==> config.mk <==
export PLATFORM = sky130hd
export DESIGN_NAME = wfg_pat_seq
export DESIGN_NICKNAME = d
export VERILOG_FILES = /design/src/rtl/wfg_pat_seq.sv
export SDC_FILE = /design/constraint.sdc
export NUM_CORES = 1
export LEC_CHECK = 0
export ABC_AREA = 1
export BUFFER_PORTS_ARGS = -buffer_cell sky130_fd_sc_hd__buf_2
export CAP_MARGIN = 20
export CORE_UTILIZATION = 62
export DETAILED_ROUTE_END_ITERATION = 12
export PLACE_DENSITY = 0.86
export SETUP_SLACK_MARGIN = 0.2
export SYNTH_ARGS = -nofsm -noshare
export SYNTH_HDL_FRONTEND = slang
export SYNTH_SLANG_ARGS = --single-unit
==> constraint.sdc <==
create_clock -name wb_clk_i -period 5.2 [get_ports wb_clk_i]
set_clock_uncertainty 0.05 [all_clocks]
set_input_delay 1.56 -clock wb_clk_i [delete_from_list [all_inputs] [get_ports wb_clk_i]]
set_output_delay 1.56 -clock wb_clk_i [all_outputs]
set_load 0.05 [all_outputs]
==> src/rtl/wfg_pat_seq.sv <==
// Pattern sequencer for the waveform generator. It produces the sync and subcycle
// pulses plus the subcycle index that the pattern drivers consume, for bursts or continuous runs.
module wfg_pat_seq #(
  parameter int CNTW   = 16,
  parameter int BURSTW = 16
) (
  input  logic              wb_clk_i,
  input  logic              wb_rst_i,
  input  logic              ctrl_en_i,
  input  logic              ctrl_start_i,
  input  logic              ctrl_stop_i,
  input  logic [CNTW-1:0]   cfg_subcycle_i,
  input  logic [7:0]        cfg_sync_i,
  input  logic [BURSTW-1:0] cfg_burst_i,
  output logic              wfg_pat_sync_o,
  output logic              wfg_pat_subcycle_o,
  output logic [7:0]        wfg_pat_subcycle_cnt_o,
  output logic              busy_o,
  output logic              done_o,
  output logic [BURSTW-1:0] run_cnt_o
);

  // state | meaning
  // IDLE  | waiting for start; pulses and subcycle index held at 0
  // RUN   | prescaler and subcycle counter advancing from latched config
  typedef enum logic {IDLE = 1'b0, RUN = 1'b1} state_t;

  state_t            state_q, state_d;
  logic [CNTW-1:0]   presc_q, p_q;
  logic [7:0]        sub_q, s_q;
  logic [BURSTW-1:0] b_q, run_cnt_q, run_cnt_inc;
  logic              done_q;

  logic running, start_ok, abort, tick, sync_end, burst_end;

  assign running     = (state_q == RUN);
  assign start_ok    = ctrl_start_i & ctrl_en_i & ~ctrl_stop_i;
  assign abort       = running & (ctrl_stop_i | ~ctrl_en_i);
  assign tick        = running & (presc_q == p_q);
  assign sync_end    = tick & (sub_q == s_q);
  assign run_cnt_inc = run_cnt_q + BURSTW'(1);
  assign burst_end   = sync_end & (b_q != '0) & (run_cnt_inc == b_q);

  always_ff @(posedge wb_clk_i) begin
    if (wb_rst_i) state_q <= IDLE;
    else          state_q <= state_d;
  end

  // Abort and burst end both return to IDLE; only burst end raises done.
  always_comb begin
    state_d = state_q;
    case (state_q)
      IDLE:    if (start_ok) state_d = RUN;
      RUN:     if (abort || burst_end) state_d = IDLE;
      default: state_d = IDLE;
    endcase
  end

  always_ff @(posedge wb_clk_i) begin
    if (wb_rst_i) begin
      presc_q   <= '0;
      sub_q     <= '0;
      run_cnt_q <= '0;
      p_q       <= '0;
      s_q       <= '0;
      b_q       <= '0;
      done_q    <= 1'b0;
    end else begin
      done_q <= 1'b0;
      if (!running) begin
        if (start_ok) begin
          p_q       <= cfg_subcycle_i;
          s_q       <= cfg_sync_i;
          b_q       <= cfg_burst_i;
          presc_q   <= '0;
          sub_q     <= '0;
          run_cnt_q <= '0;
        end
      end else if (!abort) begin
        if (tick) begin
          presc_q <= '0;
          sub_q   <= (sub_q == s_q) ? 8'd0 : sub_q + 8'd1;
          if (sync_end)  run_cnt_q <= run_cnt_inc;
          if (burst_end) done_q    <= 1'b1;
        end else begin
          presc_q <= presc_q + CNTW'(1);
        end
      end
    end
  end

  assign busy_o                 = running;
  assign wfg_pat_subcycle_o     = running & (presc_q == '0);
  assign wfg_pat_sync_o         = wfg_pat_subcycle_o & (sub_q == 8'd0);
  assign wfg_pat_subcycle_cnt_o = running ? sub_q : 8'd0;
  assign done_o                 = done_q;
  assign run_cnt_o              = run_cnt_q;

endmodule

==> reports/metrics.yaml <==
detailed_routing:
  via_per_inst: 5.55
  dr.pass1.iters: 5
  wl_per_cell_um: 13.6
  drc: 0
  ant_nets: 0
  routed_wl_um: 12000
  vias: 4919
  drt-initial-drc-count: 281
floorplanning:
  die_area_sq_um: 7900
  top_level_ports: 73
  num_rows: 31
  coreArea_sq_um: 7290
  initial_core_util_pct: 64.2
  die_y_um: 88.9
  die_w_um: 88.9
clock_network:
  h-tree-depth: 3
  cts_buffers: 9
  cts-resized-gates: 0
  path_clk_slew_ns: 0.09
  cts_tree: "done"
  clockBufferDepth: 2
  worstSkewPairLatency_ns: 0.35
  post_cts_buffers: 0
  numClockSinks: 82
  cts_hold_buf: 0
  clockRootBuffer: "clkbuf_8"
worst_setup_path:
  critPathMaxFanout: 6
  ff2ff_setup_slack_ns: 2.90
  cp-start-kind: "register"
  rr_endpoint: "busy_o"
  cp.required_ns: 3.59
  path_cells: "nor4_1 > nand3_1 > nor4_1 > buf_2"
  worstSetupPathType: "reg2out"
  reg2reg_from: "run_cnt_o[0]"
  crit_path_end_kind: "primary output"
  max_stage_delay_ns: 0.38
  critPathSlowestCell: "dfxtp_1"
  worst-r2r-cell-count: 14
  crit_path_frequent_cell: "nor4_1"
  arrival_ns: 1.85
worst_hold_path:
  min_to: "p_q[7]"
  hold_start: "p_q[7]"
  hold_path_depth: 2
  hp-class: "reg2reg"
logic_synthesis:
  ys_ff_latch: 82
  netlist_instances: 721
  synth-seq-area-share_pct: 35.1
  synth_ff_type: "dfxtp_1"
  synth_most_common_cell: "nand2_1"
  ys_async_sr_fraction_pct: 0
  yosysWarnings: 0
  synthTopCellsByArea: "dfxtp_1 (35%), nand2_1 (13%), nor2_1 (7.7%)"
  netlist_area_sq_um: 4680
  synth_top_area_cell: "dfxtp_1"
  syn_nets: 771
  ys_types: 40
  netlist.area_leader.share_pct: 35.1
  synth-edff-count: 0
  yosys-top-cells-count: "nand2_1 (161), nor2_1 (96), dfxtp_1 (82)"
  synth_area_per_cell_sq_um: 6.49
sta:
  period_minus_slack_ns: 3.46
  rsz0062_at_grt: "false"
  max_freq_mhz: 289
  relSlewSlack_pct: 54.7
  tightest_slew_ns: 0.679
  fin_crit_sh_pct: 66.5
  setup_viol: 0
  tns_ns: 0
  hold_viol: 0
  slew_viol_final: 0
final_layout:
  drive_gt1_share_pct: 17.7
  syn2layout_area_growth_pct: 13.0
  nNetsFinal: 832
  diodes: 0
  final_cells: 886
outcome:
  status: "complete, no violations"
grt:
  grt_first_pass_wirelength_um: 19400
  grt_use_total_pct: 31.9
  grt_pass1_vias: 4460
  grt_start_max_net_pins: 73
  antenna_found_initial: 0
  globalRouteOverflowTotal: 0
placement:
  io_buffers: 72
  dpl.hpwl_um: 8760
  gp_congestion: 0.905
  dp.cells: 870
pwr:
  switching_share_pct: 28.8
  power_frac_clock_pct: 36.3
  p_leak_nw: 2.35
  internal_power_w: 0.000981
  p_comb_share_pct: 15.0
  power_switching_w: 0.000398
  power_frac_seq_pct: 48.7
  cellPowerDensity_nw_per_um2: 261
  vdd_drop_max_v: 0.000167
run:
  drv_cap: 0
==> layer usage <==
| layer | GRT usage, % | vias to the layer above | wire length [um] |
|---|---|---|---|
| met5 | 0 | - | 0 |
| met4 | 16.4 | 0 | 351 |
| met3 | 5.13 | 29 | 803 |
| met2 | 55.7 | 203 | 6010 |
| met1 | 37.7 | 2229 | 4890 |
| li1 | - | 2458 | - |
==> metrics by stage <==
step                util [%]  area (sq um)  hold WS, ns  setup WS (ns)  total power [W]
finish                  72.5          5290        0.424           1.74          0.00138
global route            72.5          5290        0.451           1.59          0.00143
global placement        69.6          5070        0.401           2.00         0.000881
CTS                     72.5          5290        0.426           1.74          0.00138
floorplan                  -          4680        0.394          0.986         0.000832
detailed placement      69.6          5070        0.413           1.92         0.000889
==> flip-flops by register name, indices dropped and copies added (netlist names) <==
name       count
b_q           16
busy_o         1
done_o         1
p_q           16
presc_q       16
run_cnt_o     16
s_q            8
sub_q          8
==> worst max-delay path, delay by kind of cell (launching register included) <==
family	cells	cell delay [ns]
DFF	1	0.38
and+or+nand+nor	3	0.80
buffers and inverters	1	0.33
==> logic make-up (layout without fill, tap and decap cells) <==
logic type	after synthesis	count (layout)	share of synthesized area, %
and+or+nand+nor	365	365	35.4
AOI/OAI and AO/OA	133	133	14.8
buffers and inverters	121	187	10.2
DFF	82	82	35.1
xor gates and xnor gates	15	15	3.10
adders and majority gates	5	5	1.34
==> placed cells by master, fill, tap and decap left out, types with 15 or more instances in the layout <==
cell,n
nand2_1,161
nand3_1,48
a21oi_1,64
buf_2,72
nor2_1,96
o21ai_0,49
dfxtp_1,82
inv_2,21
nand4_1,15
inv_1,73
==> layout make-up <==
cell class,instances,area (sq um)
Sequential cell,82,1640
Inverter,96,368
Clock inverter,3,46.3
Timing Repair Buffer,75,383
Clock buffer,13,169
Tap cell,99,124
Multi-Input combinational cell,518,2560
Fill cell,636,2000
==> how the worst max path moves through the flow <==
stage | startpoint | end | slack, ns | cells past startpoint
final | sub_q[2] | wfg_pat_sync_o | 1.74 | 4
after global routing | presc_q[5] | wfg_pat_sync_o | 1.59 | 4
after CTS | sub_q[7] | wfg_pat_sync_o | 1.74 | 4
after detailed placement | ctrl_en_i | sub_q[5] | 1.92 | 11
after global placement | ctrl_en_i | sub_q[5] | 2.00 | 11
after floorplan | busy_o | wfg_pat_sync_o | 0.99 | 5
==> power groups by stage <==
stage	registers, W	logic (W)	clock network (W)
after floorplan	0.000700	0.000131	0
after global placement	0.000684	0.000197	0
after detailed placement	0.000685	0.000204	0
after CTS	0.000671	0.000206	0.000501
after global routing	0.000674	0.000229	0.000528
final	0.000671	0.000207	0.000500
No activity file was read; power rests on OpenSTA's default activity.
